$ cat src/rtl/chunked_addsub.sv
// Multi-cycle adder/subtractor: CHUNK bits per clock, LSB slice first,
// with a registered carry between slices and valid/ready on both sides.
module chunked_addsub #(
    parameter int WIDTH = 16,
    parameter int CHUNK = 4
) (
    input  logic             CLOCK_50,
    input  logic             reset,
    input  logic             in_valid,
    output logic             in_ready,
    input  logic [WIDTH-1:0] a,
    input  logic [WIDTH-1:0] b,
    input  logic             cin,
    input  logic             sub,
    output logic [WIDTH-1:0] sum,
    output logic             cout,
    output logic             overflow,
    output logic             out_valid,
    input  logic             out_ready
);

    localparam int NCHUNK = WIDTH / CHUNK;
    localparam int KW = (NCHUNK > 1) ? $clog2(NCHUNK) : 1;
    localparam logic [KW-1:0] KLAST = KW'(NCHUNK - 1);

    typedef enum logic [1:0] {IDLE, BUSY, DONE} state_t;

    state_t           state_q, state_d;
    logic [WIDTH-1:0] a_q, a_d;
    logic [WIDTH-1:0] b_q, b_d;
    logic [WIDTH-1:0] sum_q, sum_d;
    logic [KW-1:0]    k_q, k_d;
    logic             carry_q, carry_d;
    logic             cout_q, cout_d;
    logic             ovf_q, ovf_d;

    logic [CHUNK-1:0] sa, sb, ss;
    logic             c_top, c_msb, c;
    int               base;

    // Bit-level ripple over one slice; c_msb is the carry into the slice's top bit.
    always_comb begin
        base  = int'(k_q) * CHUNK;
        sa    = a_q[base +: CHUNK];
        sb    = b_q[base +: CHUNK];
        ss    = '0;
        c     = carry_q;
        c_msb = carry_q;
        for (int i = 0; i < CHUNK; i++) begin
            if (i == CHUNK - 1) c_msb = c;
            ss[i] = sa[i] ^ sb[i] ^ c;
            c     = (sa[i] & sb[i]) | (c & (sa[i] ^ sb[i]));
        end
        c_top = c;
    end

    always_comb begin
        state_d = state_q;
        a_d     = a_q;
        b_d     = b_q;
        sum_d   = sum_q;
        k_d     = k_q;
        carry_d = carry_q;
        cout_d  = cout_q;
        ovf_d   = ovf_q;
        unique case (state_q)
            IDLE: begin
                if (in_valid) begin
                    a_d     = a;
                    b_d     = sub ? ~b : b;
                    carry_d = cin ^ sub;
                    k_d     = '0;
                    state_d = BUSY;
                end
            end
            BUSY: begin
                sum_d[base +: CHUNK] = ss;
                carry_d = c_top;
                if (k_q == KLAST) begin
                    cout_d  = c_top;
                    ovf_d   = c_msb ^ c_top;
                    state_d = DONE;
                end else begin
                    k_d = k_q + KW'(1);
                end
            end
            DONE: begin
                if (out_ready) state_d = IDLE;
            end
            default: state_d = IDLE;
        endcase
    end

    always_ff @(posedge CLOCK_50 or posedge reset) begin
        if (reset) begin
            state_q <= IDLE;
            a_q     <= '0;
            b_q     <= '0;
            sum_q   <= '0;
            k_q     <= '0;
            carry_q <= 1'b0;
            cout_q  <= 1'b0;
            ovf_q   <= 1'b0;
        end else begin
            state_q <= state_d;
            a_q     <= a_d;
            b_q     <= b_d;
            sum_q   <= sum_d;
            k_q     <= k_d;
            carry_q <= carry_d;
            cout_q  <= cout_d;
            ovf_q   <= ovf_d;
        end
    end

    assign in_ready  = (state_q == IDLE);
    assign out_valid = (state_q == DONE);
    assign sum       = sum_q;
    assign cout      = cout_q;
    assign overflow  = ovf_q;

endmodule

$ cat config.mk
export PLATFORM = sky130hd
export DESIGN_NAME = chunked_addsub
export DESIGN_NICKNAME = d
export VERILOG_FILES = /design/src/rtl/chunked_addsub.sv
export SDC_FILE = /design/constraint.sdc
export NUM_CORES = 1
export LEC_CHECK = 0
export ABC_AREA = 1
export CORE_UTILIZATION = 40
export DETAILED_ROUTE_END_ITERATION = 16
export MAX_ROUTING_LAYER = met4
export PLACE_DENSITY = 0.66
export SYNTH_ARGS = -nofsm -noshare
export SYNTH_HDL_FRONTEND = slang
export SYNTH_SLANG_ARGS = --single-unit
export TNS_END_PERCENT = 20
$ cat constraint.sdc
create_clock -name CLOCK_50 -period 4.4 [get_ports CLOCK_50]
set_clock_uncertainty 0.1 [all_clocks]
set_input_delay 1.32 -clock CLOCK_50 [delete_from_list [all_inputs] [get_ports CLOCK_50]]
set_output_delay 1.32 -clock CLOCK_50 [all_outputs]
set_load 0.01 [all_outputs]
==> results of run 1 <==
[sequential cells by signal, summed over array words and instances (netlist names)]
signal / flops
k_q: 2
state_q: 2
cout: 1
a_q: 16
carry_q: 1
overflow: 1
sum: 16
b_q: 16
[area by class of cell]
cell class | instances | area (um2)
Timing Repair Buffer | 57 | 570.5
Clock inverter | 2 | 35.03
Clock buffer | 6 | 82.58
Sequential cell | 55 | 1376
Multi-Input combinational cell | 231 | 1242
Inverter | 17 | 71.32
Fill cell | 651 | 3278
Tap cell | 80 | 100.1
[cells by family after synthesis]
logic type | share of synthesized area [%]
xor gates and xnor gates | 5.339
DFF | 49.35
adders and majority gates | 5.563
AOI/OAI and AO/OA | 9.915
and+or+nand+nor | 23.73
buffers and inverters | 6.101
[report_power, final]
group	internal [mW]	total [mW]	leakage [nW]	switching, mW
clock network	0.184	0.352	0.0612	0.167
registers	0.718	0.895	0.704	0.177
logic	0.499	1.25	0.827	0.753
[layout by cell type (no fill, tap or decap), drive strengths merged]
cell	netlist	routed
xnor2	16	16
clkinv	2	3
fa	4	4
o31ai	1	1
nand4	1	1
bufinv	0	1
nand3	26	26
ha	6	6
dfrtp	55	55
o22ai	4	4
clkdlybuf4s50	0	57
inv	15	15
nor2	12	12
nor3	1	1
xor2	1	1
nand2	111	111
clkbuf	0	6
o21ai	48	48
[critical path: cells and delay by family, from the launching register on]
kind	cells	cell delay, ns
adders and majority gates	4	1.33
DFF	1	0.87
AOI/OAI and AO/OA	3	0.54
buffers and inverters	3	0.45
and+or+nand+nor	1	0.10
[through the flow]
stage	instance area (um2)	instances	util, %	total power, mW
after floorplan	2789	316	-	1.788
after global placement	3361	440	49.74	2.128
after detailed placement	3361	440	49.74	2.160
after CTS	3478	448	51.48	2.513
after global routing	3478	448	51.48	2.735
final	3478	448	51.48	2.499
[layer usage]
metal,vias to the layer above,share of wire [%],global-route usage [%]
li1,1120,-,-
met1,995,49,23.10
met2,54,45,25.96
met3,11,4.4,4.235
met4,0,2.3,7.273
met5,-,0,-
[worst paths after layout]
check	start	end	slack, ns	depth (start not counted)
max in group asynchronous	reset	b_q[13]$_DFFE_PP0P_	2.01	2
hold / removal	cout$_DFFE_PP0P_	cout$_DFFE_PP0P_	0.39	2
hold reg to reg	cout$_DFFE_PP0P_	cout$_DFFE_PP0P_	0.39	2
setup reg to reg	k_q[0]$_DFFE_PP0P_	sum[7]$_DFFE_PP0P_	0.93	11
min in group asynchronous	reset	state_q[1]$_DFFE_PP0P_	1.51	2
setup / recovery	k_q[0]$_DFFE_PP0P_	sum[7]$_DFFE_PP0P_	0.93	11
[synth_stat cells (all sizes together)]
master  number  area share [%]
buf         13             3.5
clkinv       2            0.45
dfrtp       55              49
nor2        12             2.0
xnor2       16             5.0
nand4        1            0.22
nand3       26             5.3
o31ai        1            0.27
inv         15             2.1
nand2      111              16
o21ai       48             8.7
o22ai        4            0.90
fa           4             2.9
ha           6             2.7
nor3         1            0.18
xor2         1            0.31
==> out/summary.md, run 1 <==
* 0.31 ns — clock latency of the later-clocked register in the worst-skew pair
* 126 — violation count after the first detailed-routing iteration
* 0 — antenna violations before repair
* 10 — length of the first detailed-routing pass in iterations
* 5540 um — Routed Wire Length
* 287.9 MHz — Max Fclk
* fa_1 — most used cell, CP
* 1 — number of DRC violations after detailed routing
* 415 — Final Net Count
* false — unrepaired setup endpoints after global routing
* 26 — Critical Path Fanout Max
* 0 — count of endpoints failing setup in the final report
* 8.826 um2 — Mapped Avg Cell Area
* 1.120 ns — measured slew at the worst slew-check pin
* 2,180 — total via count after detailed routing
* 316 — number of standard cells after synthesis
* 24.72% — Area Growth Syn to Fin
* 0.9265 ns — Worst Setup Slack, final
* 0.002789 mm2 — Syn Std Cell Area
* 85.50 um — Vert. Die Dim
* 0 — max-cap violation count
* 3.62 ns — arrival time of the worst setup path
* 1.593 nW — static leakage
* flip-flop — endpoint class of the critical path
* 41.28% — starting utilization of the core area
* finished, violations left — status
* 55 — post-synthesis register bit count
* 56 — pin count of the biggest net entering global routing
* 78.94% — final worst-path cycle share
* 57 — I/O Buffers
* 3994 um — half-perimeter wire length after placement
* 0.10 ns — Clock transition at path regs
* 0.87 ns — delay of the slowest cell on the worst path
* 4.54 ns — CP required
* 85.50 um — chip width
* 0.3866 ns — worst hold slack
* 55 — clock sink total
* 29 — Synth cell types
* flip-flop to flip-flop — Setup CP Type
* 49.35% — sequential cell area fraction in the yosys report
* 30 — number of placement rows
* 2 — clock tree buffer depth
* dfrtp_1 — Slowest-stage cell, CP
* 5 — CTS buffer count
* 2,123 — via count of the first global-routing pass
* 17.50% — aggregate global-route resource usage
* flip-flop to flip-flop — worst hold-check path type
* 276.7 uV — worst vdd rail ir drop
* 0 — Detail Route Antenna Nets
* 0.7717 — gp weighted congestion
* 0.007310 mm2 — area of the die
* 0.9665 ns — worst slack after detailed placement
* 58 — count of pins on the block boundary
* 0 — pins over their slew limit
* design-rule violations — failing checks
* 4.866 — vias per cell
* 2 — # H-tree levels
* 364 — Synthesized Nets
* 0 — residual overflow from global routing
* inv_2 -> o21ai_0 -> o22ai_1 -> fa_1 -> inv_1 -> fa_1 -> fa_1 -> inv_1 -> fa_1 -> nand3_1 -> o21ai_0 — list of cells traversed by the critical path
* 0 ns — total negative slack
* 0 — post_cts resized
* 12.37 um — routed len/inst
* 0 — synthesis warning total
* clkbuf_8 — Clock Tree Root
* 5.707% — share of post-route cells with drive strength above 1
* flip-flop — type of element launching the critical path
* 9763 um — first-pass GRT wire length
* 25.21% — relative slew slack
* 718.3 mW/mm2 — Pwr per Cell Area
* 0 — total count of hold-check failures in the final report
* 0 — count of hold buffers inserted by post-cts repair
* 0 — Antenna diodes
* 0.006756 mm2 — Core Footprint
* 3.473 ns — minimum clock period
* 0 — buffers inserted by post-CTS timing repair
* done — TritonCTS clock tree
Power figures use the tool's default switching activity.
==> run 2, diff against run 1 <==
==> constraint.sdc (replaced) <==
create_clock -name CLOCK_50 -period 3.3 [get_ports CLOCK_50]
set_clock_uncertainty 0.1 [all_clocks]
set_input_delay 0.99 -clock CLOCK_50 [delete_from_list [all_inputs] [get_ports CLOCK_50]]
set_output_delay 0.99 -clock CLOCK_50 [all_outputs]
set_load 0.01 [all_outputs]
==> run 2 against run 1 <==
Effect of this change: the flow still finishes with violations (design-rule violations); worst setup slack lost 0.76 ns; sequential share of layout area shrank 0.20 points; count of clock-buffer cells in the layout is the same; via count grew 0.37%; largest power group unchanged.
==> out/summary.md, run 2 (same netlist as run 1, synthesis figures left out) <==
* 41.28% — starting utilization of the core area
* 4.841 — vias per cell
* 0.003500 mm2 — final standard cell area without fillers
* 0 — total count of hold-check failures in the final report
* 0.003411 mm2 — dpl cell area
* 0 — Detail Route Antenna Nets
* 420 — Final Net Count
* 6.989% — share of post-route cells with drive strength above 1
* 0 ns — total negative slack
* 0 — residual overflow from global routing
* 3.137 ns — minimum clock period
* 3.39 ns — CP required
* 0.1633 ns — Worst Setup Slack, final
* flip-flop — endpoint class of the critical path
* 938.8 mW/mm2 — Pwr per Cell Area
* dfrtp_2 — Slowest-stage cell, CP
* 18 — Critical Path Fanout Max
* flip-flop to flip-flop — worst hold-check path type
* 299.5 uV — worst vdd rail ir drop
* 29.02% — met2 track utilization from global routing
* 2 — # H-tree levels
* inv_2 -> o21ai_0 -> o22ai_1 -> fa_1 -> inv_1 -> fa_1 -> fa_1 -> inv_1 -> fa_1 -> nand3_1 -> o21ai_0 — list of cells traversed by the critical path
* 2 — clock tree buffer depth
* 85.50 um — Vert. Die Dim
* 10 — length of the first detailed-routing pass in iterations
* 318.8 MHz — Max Fclk
* nand2_1 — most common cell after layout, fill and taps aside
* 4350 um — half-perimeter wire length after placement
* 0.5591 ns — measured slew at the worst slew-check pin
* nand2_1, clkdlybuf4s50_1, dfrtp_1 — commonest cells after routing, fill and taps aside
* 1 — number of DRC violations after detailed routing
* 0.007310 mm2 — area of the die
* 22.73% — met1 Resource Use GR
* 0 — antenna violations before repair
* 0.09 ns — Clock transition at path regs
* 85.50 um — chip width
* 651 — number of fillers in the final layout
* 2,197 — via count of the first global-routing pass
* 58 — count of pins on the block boundary
* 17.70% — aggregate global-route resource usage
* 74 — violation count after the first detailed-routing iteration
* 25.48% — Area Growth Syn to Fin
* 3.754% — global routing met3 resource utilization
* fa_1 — most used cell, CP
* false — unrepaired setup endpoints after global routing
* 0.08006 ns — worst slack after detailed placement
* 2,188 — total via count after detailed routing
* flip-flop to flip-flop — Setup CP Type
* 0 — Antenna diodes
* met2 — global routing's busiest layer
* 3 — combined buffer and inverter count along the critical path
* 0.8364 — gp weighted congestion
* 95.05% — final worst-path cycle share
* 30 — number of placement rows
* 5 — CTS buffer count
* 55 — clock sink total
* 0.53 ns — delay of the slowest cell on the worst path
* clkbuf_8 — Clock Tree Root
* 0.001378 mm2 — area taken by flip-flops and latches
* 53 — pin count of the biggest net entering global routing
* done — TritonCTS clock tree
* adder cells — kind of cell with the highest combined delay on the critical path
* 3.23 ns — arrival time of the worst setup path
* 57 — I/O Buffers
* 9977 um — first-pass GRT wire length
* 0 — pins over their slew limit
* 5772 um — Routed Wire Length
* 1.606 nW — static leakage
* 0.006756 mm2 — Core Footprint
* design-rule violations — failing checks
* flip-flop — type of element launching the critical path
* finished, violations left — status
* 62.67% — relative slew slack
* 0.001242 mm2 — Multi-input gate area
* 0.31 ns — clock latency of the later-clocked register in the worst-skew pair
* 12.77 um — routed len/inst
* 0 — max-cap violation count
* 0 — count of hold buffers inserted by post-cts repair
* 0 — count of endpoints failing setup in the final report
## run 2: area by class of cell
class                           count  share of cell area [%]
Inverter                           17                   2.038
Sequential cell                    55                   39.36
Tap cell                           80                   2.860
Timing Repair Buffer               62                   17.73
Clock buffer                        6                   2.360
Clock inverter                      1                  0.1430
Multi-Input combinational cell    231                   35.50
## run 2: power by group
group / leakage [nW] / internal [mW] / switching [mW]
combinational: 0.856 / 0.691 / 1.04
sequential: 0.703 / 0.960 / 0.217
clock: 0.0470 / 0.165 / 0.215
## run 2: routing by layer
metal / part of all wire (%) / routed length [um] / up-vias
met5: 0 / 0 / -
met4: 1.1 / 63 / 0
met3: 3.9 / 225 / 9
met2: 47 / 2689 / 48
met1: 48 / 2793 / 1002
li1: - / - / 1129
## run 2: repair_timing
action                                  CTS  global route
buffers inserted                          0             0
endpoints found under the setup margin    0             4
resized for setup                         0             1
## run 2: per-stage QoR
stage | std cells | hold slack, ns | utilization, % | total power [mW]
final | 452 | 0.3825 | 51.80 | 3.286
after global routing | 452 | 0.4202 | 51.80 | 3.579
after CTS | 452 | 0.3928 | 51.78 | 3.312
after detailed placement | 445 | 0.3692 | 50.48 | 2.932
after global placement | 445 | 0.3695 | 50.48 | 2.877
after floorplan | 316 | 0.3436 | - | 2.384
## run 2: path summary, 6_finish.rpt
check,start,endpoint,slack [ns],cells past startpoint
worst max-delay path,k_q[0]$_DFFE_PP0P_,sum[15]$_DFFE_PP0P_,0.16,11
worst max register to register,k_q[0]$_DFFE_PP0P_,sum[15]$_DFFE_PP0P_,0.16,11
worst min-delay path,cout$_DFFE_PP0P_,cout$_DFFE_PP0P_,0.38,2
min in group asynchronous,reset,sum[10]$_DFFE_PP0P_,0.95,2
max in group asynchronous,reset,k_q[0]$_DFFE_PP0P_,1.58,3
worst min register to register,cout$_DFFE_PP0P_,cout$_DFFE_PP0P_,0.38,2
## run 2: worst register-to-register path: stages, from the launching register on
cell and delay [ns]:
dfrtp_2 0.53, inv_2 0.20, o21ai_0 0.10, o22ai_1 0.24
fa_1 0.24, inv_1 0.05, fa_1 0.39, fa_1 0.43
inv_1 0.09, fa_1 0.46, nand3_1 0.12, o21ai_0 0.09
